--- src/rtl/bram_arbiter_pkg.sv ---
// Shared definitions for the CPU/video BRAM arbiter: owner encoding and
// default geometry.
package bram_arbiter_pkg;

  typedef enum logic [1:0] {
    OWN_NONE = 2'd0,
    OWN_CPU  = 2'd1,
    OWN_VID  = 2'd2
  } own_e;

  localparam int DEF_ADDR_W   = 13;
  localparam int DEF_MAX_WAIT = 4;

endpackage

--- src/rtl/bram_arbiter.sv ---
// Two-port arbiter sharing one BRAM between a CPU (priority, stallable) and a
// video read port protected from starvation by a bounded-wait counter.
module bram_arbiter
  import bram_arbiter_pkg::*;
#(
  parameter int ADDR_W   = DEF_ADDR_W,
  parameter int MAX_WAIT = DEF_MAX_WAIT
) (
  input  logic              clk_i,
  input  logic              rst_i,
  input  logic [ADDR_W-1:0] cpu_addr_i,
  input  logic              cpu_cs_n_i,
  input  logic [3:0]        cpu_we_n_i,
  input  logic [31:0]       cpu_data_i,
  output logic [31:0]       cpu_data_o,
  output logic              cpu_stall_o,
  input  logic              vid_req_i,
  input  logic [ADDR_W-1:0] vid_addr_i,
  output logic              vid_gnt_o,
  output logic              vid_valid_o,
  output logic [31:0]       vid_data_o,
  output logic [ADDR_W-1:0] ram_addr_o,
  output logic              ram_cs_n_o,
  output logic [3:0]        ram_we_n_o,
  output logic [31:0]       ram_data_o,
  input  logic [31:0]       ram_data_i
);

  localparam logic [3:0] MAX_WAIT_C = 4'(MAX_WAIT);

  own_e              owner_d;
  own_e              owner_q;
  logic [3:0]        wait_cnt;
  logic [ADDR_W-1:0] addr_q;
  logic [31:0]       cpu_hold;
  logic [31:0]       vid_hold;
  logic              cpu_req;
  logic              starved;

  assign cpu_req = ~cpu_cs_n_i;
  assign starved = (wait_cnt >= MAX_WAIT_C);

  // Owner depends only on request inputs and wait_cnt, never on ram_data_i.
  always_comb begin
    owner_d = OWN_NONE;
    if (!rst_i) begin
      if (cpu_req && vid_req_i) owner_d = starved ? OWN_VID : OWN_CPU;
      else if (cpu_req)         owner_d = OWN_CPU;
      else if (vid_req_i)       owner_d = OWN_VID;
    end
  end

  always_comb begin
    ram_addr_o = addr_q;
    ram_cs_n_o = 1'b1;
    ram_we_n_o = 4'hF;
    ram_data_o = cpu_data_i;
    case (owner_d)
      OWN_CPU: begin
        ram_addr_o = cpu_addr_i;
        ram_cs_n_o = 1'b0;
        ram_we_n_o = cpu_we_n_i;
      end
      OWN_VID: begin
        ram_addr_o = vid_addr_i;
        ram_cs_n_o = 1'b0;
      end
      default: ;
    endcase
  end

  assign vid_gnt_o   = (owner_d == OWN_VID);
  assign cpu_stall_o = cpu_req && !rst_i && (owner_d != OWN_CPU);

  // BRAM data arrives one cycle after the access, i.e. while owner_q names the
  // port that issued it; otherwise each port sees its last captured word.
  assign vid_valid_o = (owner_q == OWN_VID);
  assign vid_data_o  = (owner_q == OWN_VID) ? ram_data_i : vid_hold;
  assign cpu_data_o  = (owner_q == OWN_CPU) ? ram_data_i : cpu_hold;

  always_ff @(posedge clk_i or posedge rst_i) begin
    if (rst_i) begin
      owner_q  <= OWN_NONE;
      wait_cnt <= 4'd0;
      addr_q   <= '0;
      cpu_hold <= 32'd0;
      vid_hold <= 32'd0;
    end else begin
      owner_q <= owner_d;
      if (vid_gnt_o)                         wait_cnt <= 4'd0;
      else if (vid_req_i && wait_cnt != 4'hF) wait_cnt <= wait_cnt + 4'd1;
      if (owner_d != OWN_NONE) addr_q <= ram_addr_o;
      if (owner_q == OWN_CPU)  cpu_hold <= ram_data_i;
      if (owner_q == OWN_VID)  vid_hold <= ram_data_i;
    end
  end

endmodule

--- config.mk ---
export PLATFORM = sky130hd
export DESIGN_NAME = bram_arbiter
export DESIGN_NICKNAME = d
export VERILOG_FILES = /design/src/rtl/bram_arbiter_pkg.sv /design/src/rtl/bram_arbiter.sv
export SDC_FILE = /design/constraint.sdc
export NUM_CORES = 1
export LEC_CHECK = 0
export ABC_AREA = 1
export BUFFER_PORTS_ARGS = -buffer_cell sky130_fd_sc_hd__buf_2
export CAP_MARGIN = 20
export CELL_PAD_IN_SITES_DETAIL_PLACEMENT = 0
export CELL_PAD_IN_SITES_GLOBAL_PLACEMENT = 2
export CORE_UTILIZATION = 27
export CTS_CLUSTER_DIAMETER = 120
export DETAILED_ROUTE_END_ITERATION = 10
export PLACE_DENSITY_LB_ADDON = 0.1
export REMOVE_ABC_BUFFERS = 1
export SYNTH_ARGS = -nofsm -noshare
export SYNTH_HDL_FRONTEND = slang
export SYNTH_SLANG_ARGS = --single-unit
--- constraint.sdc ---
create_clock -name clk_i -period 6.5 [get_ports clk_i]
set_input_delay 1.3 -clock clk_i [delete_from_list [all_inputs] [get_ports clk_i]]
set_output_delay 1.3 -clock clk_i [all_outputs]
set_load 0.005 [all_outputs]
Yosys cells after proc, flatten, opt, wreduce, memory -nomap -nowiden

Cells that the tools add are included.

Register bits after elaboration: 83
Input bits: 98
Output and inout port bits: 117
Word-level logic and storage cells: 34

$add $sub $neg: 1
$lt $le $gt $ge: 1
Equality and inequality tests: 6
Muxes and demuxes: 12
Bitwise gates (word level): 1
Reduce and logical (&&, ||, !) cells: 8

Operator list:

| cell                                                               | number |
|---|---|
| 2-to-1 mux 32 bit                                                  | 2 |
| one-hot mux 13 bit (2 select lines)                                | 1 |
| 2-to-1 mux 4 bit                                                   | 3 |
| 2-to-1 mux 2 bit                                                   | 5 |
| adder 4 x 1 -> 4 bit (second input constant)                       | 1 |
| == test 2 x 1 -> 1 bit (second input constant)                     | 2 |
| == test 2 bit (second input constant)                              | 2 |
| greater-or-equal comparator 4 x 3 -> 1 bit (second input constant) | 1 |
| logical AND 1 bit                                                  | 4 |
| != test 4 bit (second input constant)                              | 1 |
| nonzero test 2 bit                                                 | 2 |
| != test 2 x 1 -> 1 bit (second input constant)                     | 1 |
| OR reduction 2 bit                                                 | 1 |
| logical NOT 1 bit                                                  | 1 |
| 2-to-1 mux 1 bit                                                   | 1 |
| NOT 1 bit                                                          | 1 |

Logic depth before layout (Yosys ltp)

Depth in word-level cells: 7
Depth in mapped cells: 9
Depth with buffers taken out: 8

Worst setup path after synthesis

OpenSTA, ideal clock, no wires.

Path type: in2out
Start point: in vid_req_i
End point: out ram_addr_o[0]
Data arrival time: 2,541 ps
Data required time: 5,200 ps
Path slack: 2,659 ps
Cell stages on the path: 9
Buffers on the path: 1
Path through: inv_1 > nor3_1 > inv_1 > ha_1 > inv_2 > buf_6 > nand3_1 > o21ai_1 > inv_1

Word-level cells in the longest chain between the ends: 6
Elaborated cells between the ends (all ways): 8
Classes of those cells: 2 x eq/ne; 5 x mux; 1 x reduce/logical

RTL lines:

| element                                                        | line               | RTL |
|---|---|---|
| start: declaration                                             | bram_arbiter.sv:17 | `input logic vid_req_i,` |
| 2-to-1 mux 2 bit                                               | bram_arbiter.sv:49 | `else if (vid_req_i) owner_d = OWN_VID;` |
| 2-to-1 mux 2 bit                                               | bram_arbiter.sv:48 | `else if (cpu_req) owner_d = OWN_CPU;` |
| 2-to-1 mux 2 bit *                                             | bram_arbiter.sv:47 | `if (cpu_req && vid_req_i) owner_d = starved ? OWN_VID : OWN_CPU;` |
| 2-to-1 mux 2 bit *                                             | bram_arbiter.sv:46 | `if (!rst_i) begin` |
| named net owner_d[1]                                           | bram_arbiter.sv:31 | `own_e owner_d;` |
| == test 2 bit / == test 2 x 1 -> 1 bit (equally long branches) | bram_arbiter.sv:58 | `case (owner_d)` |
| one-hot mux 13 bit (2 select lines) *                          | bram_arbiter.sv:58 |  |
| end: declaration                                               | bram_arbiter.sv:22 | `output logic [ADDR_W-1:0] ram_addr_o,` |

Mark *: on every way through the listed nets, which the timed path passes. The rest lies on a longest branch.

Final worst setup path

Start point: in vid_req_i
End point: out ram_addr_o[8]

The elaborated chain is that of the path after synthesis.

==> results.md <==
- The last weighted congestion value of the routability-driven placer is 0.690.
- The worst hold path passes through 2 cells.
- The number of global-route vias before repair is 3065.
- The power density normalized to cell area is 433 nW/um^2.
- The start of the worst register-to-register path is wait_cnt[2].
- The number of hold-repair buffers added at the cts stage is 0.
- The die is 124 um tall.
- After clock tree synthesis, the setup repair step added 0 buffers.
- Summed over all failing endpoints, the final setup total negative slack is 0 ps.
- STA classifies the critical path startpoint as a primary input.
- The actual transition at the worst max-transition pin is 774 ps.
- The number of vias after detailed routing is 3126.
- The count of clock tree sinks is 83.
- The setup path with the least slack is of type primary input to output pin.
- Compared with the post-synthesis result, the final layout area differs by 23.0%.
- CTS built an H-tree with a depth of 3.
- Cell internal power was estimated by the tool at 0.00140 W.
- Between clock sinks in the finished design, the worst skew comes to 5.03 ps.
- The first global-routing pass estimated 16400 um of wire.
- The synthesized instance count is 431.
- The leakage power is 2.64 nW.
- The final-report setup violation count is 0.
- The number of antenna violations at the first check in global routing was 0.
- The net count of the finished layout is 647.
- Once the clock tree was built, the resizer swapped 0 gates to a different size.
- The sequential share of the synthesized area is 0.521.
- The kind of path behind the tightest hold check is flip-flop to flip-flop.
- In this run the tool buffered the top-level ports with 150 buffer cells.
- For this configuration, the core starts out at a cell density of 0.276.
- The total count of hold-check failures in the final report is 0.
- In the global route stage, overall resource usage came out at 0.148.
- The post-synth design cell area is 3990 um^2.
- The total iterations of the first detailed-routing run is 4.
- The via count normalized by instance count is 4.26.
- The kind of end point of the critical path is an output pin.
- Row generation in the floorplan step produced 44 rows.
- The first routing iteration left 139 violations.
- The fraction of final layout cells sized beyond drive strength 1 is 0.407.
- The worst path needs 4450 ps of the cycle, external delays included.
- In this run the most critical hold path is launched from cpu_hold[5].
- The clock tree root buffer cell is sky130_fd_sc_hd__clkbuf_16.
- The number of distinct library cells after synthesis is 23.
- The max-slew violation count is 0.
- The design draws 0.00213 W.
- The filler cell count in the final layout is 1558.
- The overflow left after global routing is 0.
- The number of diodes is 0.
- The CTS tree is built.
- The capture point of the worst reg-to-reg path is addr_q[2].
- The share of total power dissipated in the clock network is 0.252.
- The synthesized area per cell is 9.26 um^2.
- The number of ports placed on the die boundary is 215.
- For hold timing, the worst endpoint is cpu_hold[5].
- The maximum number of pins on one net before global-route repair is 65.
- In this run the worst path has a maximum fanout of 26.
- The final wirelength is 10700 um.
- The average wire length per cell after detail routing is 14.6 um.
- The core footprint is 14500 um^2.
- The register-to-register path setup slack is 4300 ps.
- The largest vdd supply drop is 0.197 mV.
- For this design the total switching power over the nets is 0.000729 W.
- The share of power burned in combinational logic is 0.361.
- The number of warnings printed during yosys synthesis is 0.
- The flow ran to the end, and the final reports show no timing, DRC or antenna violations.
- In the finished design, the share of the clock period the worst path needs comes to 0.684.
- The die is 124 um wide.
- The depth of the most critical reg-to-reg path is 8.
- Clock tree synthesis inserted a total of 9 buffers.
- The total of max-cap violations is 0.
- The source-to-sink clock delay at the later pin of the worst-skew pair is 340 ps.
- In this run, synthesis produced a sequential element count of 83.
- The achievable clock frequency is 0.225 GHz.
- The final worst hold slack is 466 ps.
- The die covers 15300 um^2.
- The portion of total power attributed to sequential cells is 0.387.
- The worst slew margin relative to its limit is 0.484.
- The clock-pin slew reported for the worst setup and hold paths after clock tree synthesis is 60 ps.
- The deepest clock path buffer count is 2.
- The wire-length estimate of the detail-placed layout is 7450 um.
- The required time at the endpoint of the critical path is 5200 ps.
- The number of remaining DRC errors is 0.
- Of the total power, the share spent switching nets is 0.343.
- In this run the remaining antenna-violating nets after routing total 0.
- Setup repair after global routing left no endpoint under its margin.
- At the worst endpoint, the arrival time is 3150 ps.
[per-layer routing]
metal  wire [um]  GRT usage  part of all wire
met1        4910      0.189              0.46
met5           0     0.0313                 0
met4         162     0.0474             0.015
met2        4550      0.206              0.43
met3        1070     0.0816              0.10
[cells by family (layout without fill, tap and decap cells)]
kind of cell,Yosys count,after routing,synth area share
AOI/OAI and AO/OA,92,92,0.151
adders and majority gates,4,4,0.0125
buffers and inverters,106,225,0.156
DFF,83,83,0.521
and+or+nand+nor,146,146,0.160
[sequential cells by signal (all words and copies together), names as in the netlist]
name      count
wait_cnt      4
addr_q       13
cpu_hold     32
vid_hold     32
owner_q       2
[how the worst max path moves through the flow]
stage | endpoint | slack, ps | start
final | ram_addr_o[8] | 2050 | vid_req_i
after global routing | ram_addr_o[3] | 1800 | vid_req_i
after CTS | ram_addr_o[8] | 1990 | vid_req_i
after detailed placement | ram_addr_o[8] | 2000 | vid_req_i
after global placement | ram_addr_o[9] | 2100 | vid_req_i
after floorplan | ram_addr_o[1] | 2510 | vid_req_i
[cell usage in the layout (no fill, tap or decap), drive strengths merged]
cell,instances
a21oi,1
nand3,16
inv,55
nand4,3
clkbuf,12
ha,4
clkinv,3
clkinvlp,1
o21ai,91
buf,153
nor3,3
or2,4
dfrtp,83
nor2,7
nand2,113
bufinv,1
[cell usage after synthesis (all sizes together)]
library cell,count,area [um^2]
dfrtp,83,2080
o21ai,91,598
or2,4,25.0
inv,56,213
buf,49,394
nand3,16,110
nor2,7,36.3
a21oi,1,5.00
nand2,113,434
nor3,3,15.0
nand4,3,18.8
ha,4,50.1
clkbuf,1,13.8
[area by class of cell]
type	instances	area, um^2	area share
clock buffers	12	267	0.0543
clock inverters	4	47.5	0.00969
inverters	56	214	0.0436
multi-input cells	242	1290	0.263
flip-flops and latches	83	2080	0.423
well taps	184	230	0.0469
repair buffers	153	781	0.159
[stage by stage]
stage	utilization	std cells	instance area, um^2	worst slack (ps)
after CTS	0.338	733	4890	1990
final	0.339	734	4910	2050
after detailed placement	0.316	717	4580	2000
after global placement	0.316	717	4580	2100
after floorplan	-	381	3580	2510
after global routing	0.339	734	4910	1800
[power groups by stage]
stage | registers [W] | clock network (W) | logic, W
after floorplan | 0.000812 | 0 | 0.000453
after global placement | 0.000829 | 0 | 0.000778
after detailed placement | 0.000831 | 0 | 0.000785
after CTS | 0.000823 | 0.000561 | 0.000786
after global routing | 0.000848 | 0.000580 | 0.000891
final | 0.000823 | 0.000535 | 0.000768
[critical path: stages]
cell,delay [ps]
sky130_fd_sc_hd__buf_2,110
sky130_fd_sc_hd__inv_1,50
sky130_fd_sc_hd__nor3_1,320
sky130_fd_sc_hd__inv_1,110
sky130_fd_sc_hd__ha_1,330
sky130_fd_sc_hd__inv_2,450
sky130_fd_sc_hd__nand3_1,180
sky130_fd_sc_hd__o21ai_2,110
sky130_fd_sc_hd__inv_1,50
sky130_fd_sc_hd__buf_2,120
Note: power is estimated with default switching activity, not from simulation.
